File: config.mk
export PLATFORM = sky130hd
export DESIGN_NAME = maddu_unit
export DESIGN_NICKNAME = d
export VERILOG_FILES = /design/src/rtl/maddu_unit.sv
export SDC_FILE = /design/constraint.sdc
export NUM_CORES = 1
export LEC_CHECK = 0
export ABC_CLOCK_PERIOD_IN_PS = 4950
export CAP_MARGIN = 20
export CORE_AREA = 2 2 184 186
export CTS_CLUSTER_DIAMETER = 40
export CTS_CLUSTER_SIZE = 20
export DETAILED_ROUTE_END_ITERATION = 8
export DIE_AREA = 0 0 186 188
export DONT_BUFFER_PORTS = 1
export MAX_ROUTING_LAYER = met4
export PLACE_DENSITY = 0.64
export SETUP_SLACK_MARGIN = 0.3
export SLEW_MARGIN = 10
export SYNTH_ARGS = -nofsm -noshare
export SYNTH_HDL_FRONTEND = slang
export SYNTH_SLANG_ARGS = --single-unit
File: constraint.sdc
create_clock -name clk -period 4.95 [get_ports clk]
set_input_delay 0.2475 -clock clk [delete_from_list [all_inputs] [get_ports clk]]
set_output_delay 0.2475 -clock clk [all_outputs]
set_load 0.02 [all_outputs]
File: src/rtl/maddu_unit.sv
// Iterative unsigned multiply-accumulate for maddu: {HI,LO} += rs*rt via a radix-2 shift-add loop.
// Owns the architectural HI/LO registers and the mthi/mtlo write path.
module maddu_unit #(
    parameter int WIDTH = 32
) (
    input  logic             clk,
    input  logic             rst,
    input  logic             start,
    input  logic             flush,
    input  logic [WIDTH-1:0] rs_data,
    input  logic [WIDTH-1:0] rt_data,
    input  logic             hi_we,
    input  logic             lo_we,
    input  logic [WIDTH-1:0] hilo_wdata,
    output logic [WIDTH-1:0] hi_out,
    output logic [WIDTH-1:0] lo_out,
    output logic             busy,
    output logic             done
);

    localparam int CW = $clog2(WIDTH + 1);

    typedef enum logic [1:0] {
        IDLE = 2'd0,
        MUL  = 2'd1,
        ACC  = 2'd2
    } state_t;

    state_t             state;
    logic [2*WIDTH-1:0] mcand;
    logic [WIDTH-1:0]   mplier;
    logic [2*WIDTH-1:0] prod;
    logic [CW-1:0]      count;
    logic [WIDTH-1:0]   hi_q;
    logic [WIDTH-1:0]   lo_q;

    // Carry out of HI is intentionally dropped: the sum wraps modulo 2^(2*WIDTH).
    function automatic logic [2*WIDTH-1:0] acc_wrap(input logic [2*WIDTH-1:0] hilo,
                                                    input logic [2*WIDTH-1:0] p);
        return hilo + p;
    endfunction

    always_ff @(posedge clk or negedge rst) begin
        if (!rst) begin
            state  <= IDLE;
            mcand  <= '0;
            mplier <= '0;
            prod   <= '0;
            count  <= '0;
            hi_q   <= '0;
            lo_q   <= '0;
            busy   <= 1'b0;
            done   <= 1'b0;
        end else begin
            done <= 1'b0;
            case (state)
                IDLE: begin
                    if (hi_we) hi_q <= hilo_wdata;
                    if (lo_we) lo_q <= hilo_wdata;
                    if (start && !flush) begin
                        mcand  <= {{WIDTH{1'b0}}, rs_data};
                        mplier <= rt_data;
                        prod   <= '0;
                        count  <= '0;
                        busy   <= 1'b1;
                        state  <= MUL;
                    end
                end
                MUL: begin
                    if (flush) begin
                        busy  <= 1'b0;
                        state <= IDLE;
                    end else begin
                        if (mplier[0]) prod <= prod + mcand;
                        mcand  <= mcand << 1;
                        mplier <= mplier >> 1;
                        count  <= count + CW'(1);
                        if (count == CW'(WIDTH - 1)) state <= ACC;
                    end
                end
                ACC: begin
                    busy  <= 1'b0;
                    state <= IDLE;
                    if (!flush) begin
                        {hi_q, lo_q} <= acc_wrap({hi_q, lo_q}, prod);
                        done         <= 1'b1;
                    end
                end
                default: begin
                    busy  <= 1'b0;
                    state <= IDLE;
                end
            endcase
        end
    end

    assign hi_out = hi_q;
    assign lo_out = lo_q;

endmodule

Yosys cells after proc, flatten, opt, wreduce, memory -nomap -nowiden
Index checks and enable logic that the tools add are counted.
- muxes and demuxes: 28
- add/sub/neg operators: 3
- reductions and logical operators: 11
- eq/ne operators: 11
- operators by type and width (operator ; number):
    2-to-1 mux 64 bit ; 5
    case mux 64 bit (2 select lines) ; 2
    2-to-1 mux 32 bit ; 6
    case mux 32 bit (2 select lines) ; 3
    adder 64 bit ; 2
    != test 2 bit (second input constant) ; 7
    2-to-1 mux 6 bit ; 2
    case mux 6 bit (2 select lines) ; 1
    AND reduction 3 bit ; 3
    adder 6 x 1 -> 6 bit (second input constant) ; 1
    == test 6 x 5 -> 1 bit (second input constant) ; 1
    2-to-1 mux 2 bit ; 3
    2-to-1 mux 1 bit ; 4
    case mux 2 bit (2 select lines) ; 1
    AND reduction 2 bit ; 2
    AND reduction 4 bit ; 1
    nonzero test 2 bit ; 2
    != test 3 bit (second input constant) ; 1
    == test 2 x 1 -> 1 bit (second input constant) ; 1
    == test 2 bit (second input constant) ; 1
    logical NOT 2 bit ; 1
    case mux 1 bit (2 select lines) ; 1
    logical AND 1 bit ; 1
    logical NOT 1 bit ; 1
- register bits: 234
- word-level logic and storage cells: 62
- input port bits: 102

Depth between registers and ports, before layout
- word-level depth: 4
- depth in mapped cells: 15
- depth with buffers taken out: 15

Worst setup path after synthesis
No wires, ideal clock.
- path type: flip-flop to flip-flop
- from: register lo_q[0], in the netlist lo_out[0]
- to: register hi_q[28], in the netlist hi_out[28]
- data arrival time: 3.389 ns
- data required time: 4.826 ns
- period minus slack after synthesis: 3.513 ns
- library setup time: 0.124 ns
- stages on the path, launching flop included: 15
- slack: 1.437 ns
- cell sequence: dfrtp_1 -> ha_1 -> fa_1 -> a211oi_2 -> o21ai_0 -> and4_1 -> o21ai_2 -> o21ai_1 -> a31oi_1 -> a21oi_1 -> a31oi_2 -> o21ai_1 -> a311oi_1 -> xor2_1 -> a21oi_1
- longest elaborated chain between the ends: 3
- RTL lines (what ; line ; text):
    start: declaration ; 35 ; logic [WIDTH-1:0] lo_q;
    start signal: assignment ; 59 ; if (lo_we) lo_q <= hilo_wdata;
    start signal: assignment ; 85 ; {hi_q, lo_q} <= acc_wrap({hi_q, lo_q}, prod);
    adder 64 bit ; 40 ; return hilo + p;
    2-to-1 mux 32 bit ; 84 ; if (!flush) begin
    case mux 32 bit (2 select lines) ; 56 ; case (state)
    end signal: assignment ; 58 ; if (hi_we) hi_q <= hilo_wdata;
    end signal: assignment ; 85 ;
    end: declaration ; 34 ; logic [WIDTH-1:0] hi_q;
No other way between the ends. The select of a mux whose other input is x is not followed.
A chain may end at the register's enable or synchronous reset.

Worst setup path after layout
Same ends and word-level chain as after synthesis.

==> summary.md <==
| Metric | Value |
|---|---|
| Wire per inst | roughly 21 um |
| Cts repair resizes | 0 |
| Worst Reg-to-Reg Cells | 15 |
| Cells after Synth | roughly 2000 |
| Root Driver | clkbuf_16 |
| Syn avg cell area | ~8.6 um^2 |
| DRT iter0 DRCs | between 1000 and 1500 |
| Fin. max-slew vios | 0 |
| Arr. time, crit path | ~4.6 ns |
| FF-to-FF End | hi_out[28] |
| Hold Path Class | in2async |
| H-tree depth | 2 |
| Crit path launch type | flip-flop |
| Worst slew margin | a little over a quarter |
| # DRC | 0 |
| Fillers | 2905 |
| Synth top area share | approximately 35% |
| Vias in the first global route | 14500 |
| Routability cong. | 0.974 |
| Worst Max-Slew Pin Slew | about 1.1 ns |
| Final WL | roughly 53 mm |
| Failing checks | hold timing |
| Most frequent cell after synthesis | nand2_1 |
| WP buf/inv | 1 |
| Syn Std Cell Area | around 17000 um^2 |
| Layout cells sized above 1 | between 7 and 8% |
| Leakage | between 9 and 10 nW |
| TritonCTS Buffers | 44 |
| Worst-case vdd ir drop | 0.320 mV |
| R2r setup slk | about 0.80 ns |
| GRT Overall Usage | between 30% and 40% |
| # setup viols final | 0 |
| CP Max Fanout | 5 |
| Crit-path max cell delay | a little over 0.5 ns |
| Min Clock Period, post-route | a little over 4 ns |
| Reg clk slew, reported paths | about 0.05 ns |
| Final ANT Viol Nets | 0 |
| FMAX | about 240 MHz |
| Area Overhead vs Synth | 15.8% |
| Synth area leader | dfrtp_1 |
| Clock latency on the worst-skew pair | roughly 0.56 ns |
| EDFF count, synth | 0 |
| Hold Violations, Final | roughly 230 |
| CTS tree | yes |
| Initial Util | between 50 and 60% |
| Layout Skew | about 0.014 ns |
| Die W | approximately 190 um |
| PwrDens | roughly 430 nW/um^2 |
| Post-Syn Nets | about 2200 |
| Flip-flop and latch area | 5860 um^2 |
| Die Ht | ~190 um |
| Design area | roughly 20000 um^2 |
| Unrepaired setup endpoints after global routing | no |
| Most frequent cells after synthesis | nand2_1 (279), dfrtp_1 (234), a21oi_1 (184), o21ai_0 (184), ha_1 (127) |
| Worst path required time | ~5.4 ns |
| Initial antenna violation count | 8 |
| GRT overflow | 0 |
| Synth cell types | 93 |
| CP delay by family, top | compound AO/OA/AOI/OAI gates |
| CP Capture Type | flip-flop |
| Status | finished, violations left |
| Crit path kind | reg2reg |
| Placed Area | 17100 um^2 |
| Synth Register Bits | 234 |
| Sequential area share after synthesis | between 30% and 40% |
| Crit-path slowest cell | dfrtp_1 |
| Setup Total Neg Slack | 0 ns |
| Crit path from | lo_out[0] |
| First-pass GRT wire length | roughly 83 mm |
| Area occupied by multi-input gates | about 11000 um^2 |
| Detailed Routing Iterations Pass 1 | 5 |
| Avg Vias per Cell | around 6 |
| DIE AREA | between 30000 and 40000 um^2 |
| Buffers added on ports | 0 |
| Largest net degree at the start of global routing | between 200 and 250 |
| FP Rows | 67 |
| Core area | approximately 33000 um^2 |
| Crit share post-route | a little over four fifths |
| # clock sinks | about 230 |
| Final HPWL DP | just under 40 mm |
| Maximum clock insertion buffer count | 3 |
| IO Pins | approximately 170 |
| Hold WS | -0.607 ns |
| Share of flip-flops with an asynchronous set or reset | 100% |
| Postcts setup bufs | 0 |
| Total number of vias | around 15000 |
| Synth top area cells | dfrtp_1 (35%), ha_1 (9.4%), nand2_1 (6.2%), a21oi_1 (5.4%), o21ai_0 (5.4%) |
| Maximum capacitance violations | 0 |
| Crit path depth | 15 |
| R2r startpoint | lo_out[0] |
| Ys flop type | dfrtp_1 |
| # hold bufs at CTS | 85 |
| Ys Warns | 0 |
| Fin nets | approximately 2200 |
| Tot Pwr | about 8.5 mW |
| Crit-path cells | ha_1 > fa_1 > a211oi_2 > o21ai_0 > and4_1 > o21ai_2 > o21ai_1 > a31oi_1 > buf_4 > a21oi_1 > a31oi_2 > o21ai_1 > a311oi_1 > xor2_1 > a21oi_1 |
## layer usage
| layer | global-route usage, % | wire [um] | up-vias |
|---|---|---|---|
| met2 | 42.2 | 21400 | 636 |
| met3 | 7.71 | 4850 | 116 |
| met1 | 45.6 | 24900 | 7198 |
| met5 | - | 0 | - |
| li1 | - | - | 7244 |
| met4 | 12.7 | 2080 | 0 |
## sequential cells by signal, summed over array words and instances, names as in the netlist
name    cells
count       6
hi_out     32
prod       64
mcand      64
lo_out     32
state       2
busy        1
done        1
mplier     32
## through the flow
step | instances | hold slack (ns) | util (%) | worst slack (ns)
floorplan | 1965 | -0.0481 | - | 1.44
finish | 2482 | -0.607 | 59.3 | 0.801
CTS | 2474 | -0.642 | 59.1 | 0.913
global placement | 2308 | -0.0410 | 51.7 | 1.04
global route | 2482 | -0.632 | 59.3 | 0.568
detailed placement | 2308 | -0.0424 | 51.7 | 0.924
## worst max path at each step
| stage | end | slack [ns] |
|---|---|---|
| 3_5_place_dp | hi_out[28] | 0.92 |
| 5_1_grt | hi_out[28] | 0.57 |
| 3_3_place_gp | hi_out[28] | 1.04 |
| 4_1_cts | hi_out[28] | 0.91 |
| 2_1_floorplan | hi_out[28] | 1.44 |
| 6_report | hi_out[28] | 0.80 |
## placed cells by master (no fill, tap or decap), types with 6 or more instances in the layout
cell type      synthesis  final
nand2_1              279    278
dfrtp_1              234    234
o21ai_0              184    184
a21oi_1              184    182
ha_1                 127    127
nor2_1               126    123
dlygate4sd3_1          0     85
a21o_1                70     70
mux2i_1               62     62
xnor2_1               62     62
a22o_1                60     60
xor2_1                55     55
clkbuf_16              0     46
a31oi_1               34     34
nand3_1               30     30
inv_1                 28     28
nand4_1               28     28
o21bai_1              24     24
nor3_1                19     19
nor2b_1               20     19
o21a_1                17     17
a211oi_1              16     16
and3_1                15     15
nand2b_1              16     15
buf_4                  2     12
o211ai_1              10     10
o21ai_1                9      9
or3_1                  8      8
bufinv_16              0      8
diode_2                0      7
o22ai_1                7      7
and2_1                 7      7
o31ai_1                6      6
## cell type report
type | count | area share, %
multi-input combinational | 1586 | 53.6
sequential | 234 | 29.8
clock buffer | 53 | 6.10
timing repair buffer | 98 | 4.93
tap | 448 | 2.86
clock inverter | 28 | 2.07
inverter | 28 | 0.536
antenna | 7 | 0.0893
## cell families after synthesis
family	count (synthesis)	share of synthesized area, %
AO/OA/AOI/OAI	698	26.8
AND/OR/NAND/NOR	576	15.3
XOR/XNOR	117	6.05
flip-flops	234	34.6
buffers and inverters	145	3.78
multiplexers	66	3.93
adder cells (fa/ha/maj)	129	9.61
## where the power goes
part | switching, mW | internal, mW
combinational | 1.55 | 1.07
clock | 1.09 | 2.16
sequential | 0.466 | 2.18
Power figures use the tool's default switching activity.
